$ cat config.mk
export PLATFORM = sky130hd
export DESIGN_NAME = axi_master_bridge
export DESIGN_NICKNAME = d
export VERILOG_FILES = /design/src/rtl/axi_master_bridge.sv
export SDC_FILE = /design/constraint.sdc
export NUM_CORES = 1
export LEC_CHECK = 0
export ABC_AREA = 0
export BUFFER_PORTS_ARGS = -buffer_cell sky130_fd_sc_hd__buf_2
export CORE_AREA = 10 10 173 175
export CTS_CLUSTER_SIZE = 30
export DETAILED_ROUTE_END_ITERATION = 8
export DIE_AREA = 0 0 183 185
export GPL_ROUTABILITY_DRIVEN = 0
export GPL_TIMING_DRIVEN = 0
export MAX_ROUTING_LAYER = met4
export SYNTH_ARGS = -nofsm -noshare
export SYNTH_HDL_FRONTEND = slang
export SYNTH_SLANG_ARGS = --single-unit
$ cat constraint.sdc
create_clock -name clock -period 4.15 [get_ports clock]
set_clock_uncertainty 0.05 [all_clocks]
set_input_delay 0.2075 -clock clock [delete_from_list [all_inputs] [get_ports clock]]
set_output_delay 0.2075 -clock clock [all_outputs]
set_load 0.01 [all_outputs]
$ cat src/rtl/axi_master_bridge.sv
// Bridges a simple request/response port onto an AXI4 master interface.
// One transaction in flight: INCR read bursts up to MAX_LEN+1 beats, single-beat writes.
module axi_master_bridge #(
  parameter logic [3:0] AXI_ID  = 4'd0,
  parameter logic [7:0] MAX_LEN = 8'd7
) (
  input  logic        clock,
  input  logic        reset,
  // simple request/response port
  input  logic        req_valid,
  output logic        req_ready,
  input  logic        req_wen,
  input  logic [31:0] req_addr,
  input  logic [7:0]  req_len,
  input  logic [63:0] req_wdata,
  input  logic [7:0]  req_wstrb,
  output logic        resp_valid,
  input  logic        resp_ready,
  output logic [63:0] resp_rdata,
  output logic        resp_last,
  output logic        resp_err,
  // AXI AR
  output logic [31:0] araddr,
  output logic [7:0]  arlen,
  output logic [2:0]  arsize,
  output logic [1:0]  arburst,
  output logic [3:0]  arid,
  output logic        arvalid,
  input  logic        arready,
  output logic [1:0]  arlock,
  output logic [3:0]  arcache,
  output logic [2:0]  arprot,
  // AXI R
  input  logic [63:0] rdata,
  input  logic [1:0]  rresp,
  input  logic        rlast,
  input  logic [3:0]  rid,
  input  logic        rvalid,
  output logic        rready,
  // AXI AW
  output logic [31:0] awaddr,
  output logic [7:0]  awlen,
  output logic [2:0]  awsize,
  output logic [1:0]  awburst,
  output logic [3:0]  awid,
  output logic        awvalid,
  input  logic        awready,
  output logic [1:0]  awlock,
  output logic [3:0]  awcache,
  output logic [2:0]  awprot,
  // AXI W
  output logic [63:0] wdata,
  output logic [7:0]  wstrb,
  output logic        wlast,
  output logic [3:0]  wid,
  output logic        wvalid,
  input  logic        wready,
  // AXI B
  input  logic [1:0]  bresp,
  input  logic [3:0]  bid,
  input  logic        bvalid,
  output logic        bready
);

  localparam int unsigned AW = 32;
  localparam int unsigned DW = 64;
  localparam int unsigned SW = 8;
  localparam int unsigned LW = 8;

  typedef enum logic [2:0] {
    S_IDLE,
    S_RD_ADDR,
    S_RD_DATA,
    S_WR_REQ,
    S_WR_RESP
  } state_e;

  state_e         state_q, state_d;
  logic [AW-1:0]  addr_q, addr_d;
  logic [LW-1:0]  len_q, len_d;
  logic [DW-1:0]  wdata_q, wdata_d;
  logic [SW-1:0]  wstrb_q, wstrb_d;
  logic [LW-1:0]  cnt_q, cnt_d;
  logic           aw_done_q, aw_done_d;
  logic           w_done_q, w_done_d;

  logic           cnt_at_len;
  logic           rd_end;
  logic           aw_hs, w_hs;

  // Response IDs are not checked by this bridge.
  logic unused_ids;
  assign unused_ids = ^{rid, bid};

  always_ff @(posedge clock) begin
    if (reset) begin
      state_q   <= S_IDLE;
      addr_q    <= '0;
      len_q     <= '0;
      wdata_q   <= '0;
      wstrb_q   <= '0;
      cnt_q     <= '0;
      aw_done_q <= 1'b0;
      w_done_q  <= 1'b0;
    end else begin
      state_q   <= state_d;
      addr_q    <= addr_d;
      len_q     <= len_d;
      wdata_q   <= wdata_d;
      wstrb_q   <= wstrb_d;
      cnt_q     <= cnt_d;
      aw_done_q <= aw_done_d;
      w_done_q  <= w_done_d;
    end
  end

  // Address/data channel fields come straight from the latched request.
  always_comb begin
    araddr  = (len_q != '0) ? {addr_q[AW-1:3], 3'b000} : addr_q;
    arlen   = len_q;
    arsize  = 3'd3;
    arburst = 2'b01;
    arid    = AXI_ID;
    arlock  = '0;
    arcache = '0;
    arprot  = '0;
    awaddr  = addr_q;
    awlen   = '0;
    awsize  = 3'd3;
    awburst = 2'b01;
    awid    = AXI_ID;
    awlock  = '0;
    awcache = '0;
    awprot  = '0;
    wdata   = wdata_q;
    wstrb   = wstrb_q;
    wlast   = 1'b1;
    wid     = AXI_ID;
  end

  assign cnt_at_len = (cnt_q == len_q);
  assign rd_end     = rlast | cnt_at_len;
  assign aw_hs      = awvalid & awready;
  assign w_hs       = wvalid & wready;

  always_comb begin
    state_d    = state_q;
    addr_d     = addr_q;
    len_d      = len_q;
    wdata_d    = wdata_q;
    wstrb_d    = wstrb_q;
    cnt_d      = cnt_q;
    aw_done_d  = aw_done_q;
    w_done_d   = w_done_q;
    req_ready  = 1'b0;
    arvalid    = 1'b0;
    rready     = 1'b0;
    awvalid    = 1'b0;
    wvalid     = 1'b0;
    bready     = 1'b0;
    resp_valid = 1'b0;
    resp_rdata = '0;
    resp_last  = 1'b0;
    resp_err   = 1'b0;

    case (state_q)
      S_IDLE: begin
        req_ready = 1'b1;
        if (req_valid) begin
          addr_d    = req_addr;
          wdata_d   = req_wdata;
          wstrb_d   = req_wstrb;
          cnt_d     = '0;
          aw_done_d = 1'b0;
          w_done_d  = 1'b0;
          if (req_wen) begin
            len_d   = '0;
            state_d = S_WR_REQ;
          end else begin
            len_d   = (req_len > MAX_LEN) ? MAX_LEN : req_len;
            state_d = S_RD_ADDR;
          end
        end
      end

      S_RD_ADDR: begin
        arvalid = 1'b1;
        if (arready) state_d = S_RD_DATA;
      end

      // Zero-latency pass-through; the burst ends on rlast or on the expected final beat.
      S_RD_DATA: begin
        rready     = resp_ready;
        resp_valid = rvalid;
        resp_rdata = rdata;
        resp_last  = rd_end;
        resp_err   = (rresp != 2'b00) | (rlast != cnt_at_len);
        if (rvalid && resp_ready) begin
          cnt_d = cnt_q + LW'(1);
          if (rd_end) state_d = S_IDLE;
        end
      end

      // AW and W complete independently, possibly in the same cycle.
      S_WR_REQ: begin
        awvalid = ~aw_done_q;
        wvalid  = ~w_done_q;
        if (aw_hs) aw_done_d = 1'b1;
        if (w_hs)  w_done_d  = 1'b1;
        if ((aw_done_q | aw_hs) && (w_done_q | w_hs)) state_d = S_WR_RESP;
      end

      S_WR_RESP: begin
        bready     = resp_ready;
        resp_valid = bvalid;
        resp_last  = 1'b1;
        resp_err   = (bresp != 2'b00);
        if (bvalid && resp_ready) state_d = S_IDLE;
      end

      default: state_d = S_IDLE;
    endcase
  end

endmodule

### Word-level counts from Yosys, hierarchy flattened

Cells that the tools add are included.
Widths: inputs -> output; s select.

| operators by class | value |
|---|---|
| add/sub/neg operators | 1 |
| magnitude comparators | 1 |
| eq/ne operators | 14 |
| mux-type cells | 29 |
| bitwise logic cells | 8 |
| reduce and logical (&&, ||, !) cells | 14 |

Operators by type and width:

| kind | number |
|---|---|
| $mux 64 | 1 |
| $mux 8 | 4 |
| $mux 3 | 7 |
| $ne 2x2->1 const B | 8 |
| $pmux 8 s2 | 1 |
| $pmux 3 s5 | 1 |
| $pmux 1 s2 | 5 |
| $mux 1 | 9 |
| $reduce_and 3->1 | 3 |
| $add 8x1->8 const B | 1 |
| $eq 8x8->1 | 1 |
| $gt 8x3->1 const B | 1 |
| $reduce_bool 2->1 | 4 |
| $reduce_bool 8->1 | 1 |
| $eq 3x2->1 const B | 2 |
| $reduce_and 6->1 | 1 |
| $or 1x1->1 | 4 |
| $eq 3x1->1 const B | 1 |
| $eq 3x3->1 const B | 1 |
| $logic_and 1x1->1 | 3 |
| $logic_not 3->1 | 1 |
| $and 1x1->1 | 2 |
| $mux 2 | 1 |
| $not 1->1 | 2 |
| other kinds (2) | 2 |

| storage, ports and cells | value |
|---|---|
| bits in registers | 125 |
| input port bits | 199 |
| output and inout bits | 266 |
| logic and storage cells | 75 |

### Longest topological paths before layout

| logic depth | value |
|---|---|
| depth after elaboration | 7 |
| depth in mapped cells | 8 |

### Worst setup path before layout

Ideal clock, no wire load.

| timing path | value |
|---|---|
| path kind | reg2reg |
| start point | reg len_q[5], in the netlist arlen[5] |
| end point | reg state_q[1] |
| setup time | 0.086 ns |
| arrival time | 1.672 ns |
| required time | 4.014 ns |
| path slack | 2.342 ns |
| stages on the path, launching flop included | 9 |
| buffers on the path | 0 |
| period minus slack after synthesis | 1.808 ns |
| path through | dfxtp_1 -> xor2_1 -> nor4_1 -> nand2_1 -> ha_1 -> inv_1 -> a211oi_1 -> or3_1 -> a211oi_1 |

| on the way | value |
|---|---|
| word-level cells in the longest chain between the ends | 4 |

RTL lines:

| element | line | RTL |
|---|---|---|
| start, declared | 80 | `logic [LW-1:0] len_q, len_d;` |
| start signal, assigned | 108 | `len_q <= len_d;` |
| $eq 8x8->1 | 141 | `assign cnt_at_len = (cnt_q == len_q);` |
| $or 1x1->1 | 142 | `assign rd_end = rlast \| cnt_at_len;` |
| $ne 2x2->1 (no source line) | - |  |
| $reduce_and 6->1 (no source line) | - |  |
| end signal, assigned | 106 | `state_q <= state_d;` |
| end, declared | 78 | `state_e state_q, state_d;` |

Every way passes these cells.
A chain may end at the register's enable or synchronous reset.

### Worst setup path in the final report

| timing path | value |
|---|---|
| start point | reg len_q[1], in the netlist arlen[1] |
| end point | out resp_err |

| on the way | value |
|---|---|
| word-level cells in the longest chain between the ends | 4 |

RTL lines:

| element | line | RTL |
|---|---|---|
| $eq 8x8->1 | 141 |  |
| $ne 1x1->1 | 197 | `resp_err = (rresp != 2'b00) \| (rlast != cnt_at_len);` |
| $or 1x1->1 | 197 |  |
| $pmux 1 s2 | 166 | `case (state_q)` |
| end, declared | 21 | `output logic resp_err,` |

Every way passes these cells.

==> impl_metrics.py <==
metrics = {
    "cts": {
        "clockRootBuffer": "clkbuf_16",
        "clkTransAtPathRegs_ns": 0.06,
        "insertion_delay_ns": 0.41,
        "numCtsBuffers": 17,
        "cts_tree": "yes",
        "cts_resized": 0,
        "hold_buffers": 103,
        "cts_buffer_depth": 2,
        "clock_sinks": 125,
        "postCtsSetupBuffers": 0,
        "h-tree-depth": 4,
    },
    "detailed_routing": {
        "ant_nets": 0,
        "drtIter0Drc": 274,
        "drcViolationCount": 0,
        "first_pass_iters": 4,
        "post_drt_wl_per_cell_um": 18.8,
        "dr_total_vias": 7095,
        "wirelength_um": 31700,
        "via_per_inst": 4.21,
    },
    "flow_run": {
        "drv_cap": 0,
    },
    "logic_synthesis": {
        "yosysWarnings": 0,
        "synth_top_area_share_pct": 43.3,
        "synth_cell_type_count": 39,
        "synthFlopType": "dfxtp_1",
        "ys_seq_elements": 125,
        "netlist_instances": 755,
        "syn_area_per_cell_um2": 7.66,
        "synthesis.area_um2": 5780,
        "synth_area_leaders": "dfxtp_1 (43%), nand2_1 (14%), buf_4 (11%), a21oi_1 (9.7%), and3_1 (7.7%)",
        "ys_seq_area_share_pct": 43.3,
        "synth_edf_count": 0,
        "synth_area_leader_cell": "dfxtp_1",
        "async_reset_ff_share_pct": 0,
    },
    "timing": {
        "hold_slack_ns": 0.0225,
        "maxSlewViolCount": 0,
        "setup_tns_ns": 0,
        "min_period_ns": 2.98,
        "rsz0062_at_grt": "false",
        "relSlewSlack_pct": 41.2,
        "finalSetupViolations": 0,
        "fmax_mhz": 336,
        "hold_viol": 0,
        "finalCritPeriodShare_pct": 71.8,
        "tightest_slew_ns": 0.882,
    },
    "global_route": {
        "grt_pass1_vias": 7239,
        "grt_max_degree": 17,
        "grt_pass1_wl_um": 45100,
        "overflow": 0,
        "track_usage_pct": 18.2,
        "antenna_found_initial": 2,
    },
    "power": {
        "p_leak_nw": 5.41,
        "power.total_mw": 3.80,
        "powerDensity_nw_per_um2": 378,
        "peakVddDrop_mv": 0.223,
    },
    "die": {
        "io_pins": 465,
        "start_util_pct": 21.8,
        "rows": 60,
        "die_y_um": 185,
        "core_area_um2": 26600,
        "die_w_um": 183,
        "dieArea_um2": 33900,
    },
    "critical_path": {
        "reg2reg_to": "wdata[7]$_SDFFE_PP0P_",
        "endpoint_kind": "primary output",
        "rr_worst_depth": 7,
        "ff2ff_setup_slack_ns": 1.85,
        "cp-start-kind": "flop",
        "path_class": "flop to primary output",
        "critPathMaxFanout": 4,
        "crit_arrival_ns": 2.72,
        "crit_required_ns": 3.89,
        "reg2reg_from": "state_q[2]$_SDFFE_PP0P_",
    },
    "final_layout": {
        "regArea_um2": 2500,
        "final_nets": 1531,
        "multi_input_area_um2": 2620,
        "final_cell_area_um2": 10100,
        "fillers": 2808,
        "stdcell_count": 1686,
        "layout_commonest_cell": "buf_2",
        "mostFrequentLayoutCells": "buf_2 (410), nand2_1 (217), dfxtp_1 (125), a21oi_1 (112), dlygate4sd3_1 (103)",
        "area_growth_pct": 73.9,
        "layout-drive-gt1-share_pct": 39.5,
    },
    "hold_path": {
        "hold_start": "req_wdata[26]",
        "hp-class": "input pin to flop",
        "whs_endpoint": "wdata[26]$_SDFFE_PP0P_",
        "whs_path_depth": 3,
    },
    "placed_design": {
        "place.port_buffers": 406,
        "placed_cell_area_um2": 8420,
        "placed_cells": 1549,
        "hpwl_um": 25500,
    },
    "status": {
        "outcome": "complete, no violations",
    },
}
Yosys cell counts (2+ instances only):
master / count
nand2_1: 217
dfxtp_1: 125
a21oi_1: 112
buf_4: 84
and3_1: 71
clkbuf_1: 44
nor2_1: 24
xor2_1: 10
and2_1: 9
nor3_1: 6
buf_2: 4
inv_1: 4
o21ai_0: 4
a2bb2oi_1: 3
nand2b_1: 3
nand3_1: 3
nor4_1: 3
a211oi_1: 2
conb_1: 2
ha_1: 2
nand4_1: 2
o211ai_1: 2
or4_1: 2
xnor2_1: 2
sequential cells by signal, indices dropped and copies added, names as in the netlist:
| name | count |
|---|---|
| wdata | 64 |
| awaddr | 32 |
| arlen | 8 |
| cnt_q | 8 |
| wstrb | 8 |
| state_q | 3 |
| aw_done_q | 1 |
| w_done_q | 1 |
through the flow:
| step | util, % | worst slack (ns) |
|---|---|---|
| after floorplan | - | 2.34 |
| after global placement | 31.7 | 1.40 |
| after detailed placement | 31.7 | 1.46 |
| after CTS | 37.8 | 1.01 |
| after global routing | 37.8 | 0.943 |
| final | 37.8 | 1.17 |
worst max path at each step:
stage	from	end	cells after the start
after floorplan	arlen[5]$_SDFFE_PP0P_	state_q[1]$_SDFFE_PP0P_	8
after global placement	arlen[1]$_SDFFE_PP0P_	resp_err	7
after detailed placement	arlen[1]$_SDFFE_PP0P_	resp_err	7
after CTS	arlen[1]$_SDFFE_PP0P_	resp_err	7
after global routing	arlen[1]$_SDFFE_PP0P_	resp_err	7
final	arlen[1]$_SDFFE_PP0P_	resp_err	7
cells by family (layout without fill, tap and decap cells):
| logic type | Yosys count | in the layout | share of synthesized area, % |
|---|---|---|---|
| AND/OR/NAND/NOR | 348 | 348 | 27.5 |
| buffers and inverters | 136 | 677 | 14.4 |
| AO/OA/AOI/OAI | 129 | 129 | 12.3 |
| flip-flops | 125 | 125 | 43.3 |
| XOR/XNOR | 12 | 12 | 1.82 |
| adder cells (fa/ha/maj) | 2 | 2 | 0.433 |
| other | 2 | 51 | 0.130 |
| multiplexers | 1 | 1 | 0.173 |
report_power, final:
group / internal, mW / leakage, nW / total [mW] / switching (mW)
logic: 0.406 / 4.09 / 0.931 / 0.525
clock network: 0.937 / 0.289 / 1.53 / 0.590
registers: 1.29 / 1.02 / 1.35 / 0.0576
total: 2.63 / 5.41 / 3.80 / 1.17
routing by layer:
metal  GRT usage, %  wire, µm  up-vias
met4           5.64       591        0
met2           30.5     15500      319
met5              -         0        -
met3           8.48      3530       28
li1               -         -     3513
met1           18.7     12000     3235
critical path, cell delays in order (launching register included):
cell      delay, ns
dfxtp_1        0.53
xor2_1         0.12
nor4_1         0.27
nand2_1        0.13
ha_1           0.28
o311ai_0       0.52
a21oi_1        0.25
buf_2          0.21
layout make-up:
| type | instances | area share, % |
|---|---|---|
| Inverter | 4 | 0.149 |
| Sequential cell | 125 | 24.9 |
| Buffer | 132 | 8.11 |
| Antenna cell | 2 | 0.0498 |
| Timing Repair Buffer | 509 | 30.5 |
| Tap cell | 341 | 4.24 |
| Clock inverter | 12 | 1.36 |
| Clock buffer | 20 | 4.64 |
| Multi-Input combinational cell | 541 | 26.1 |
No activity file was read; power rests on OpenSTA's default activity.
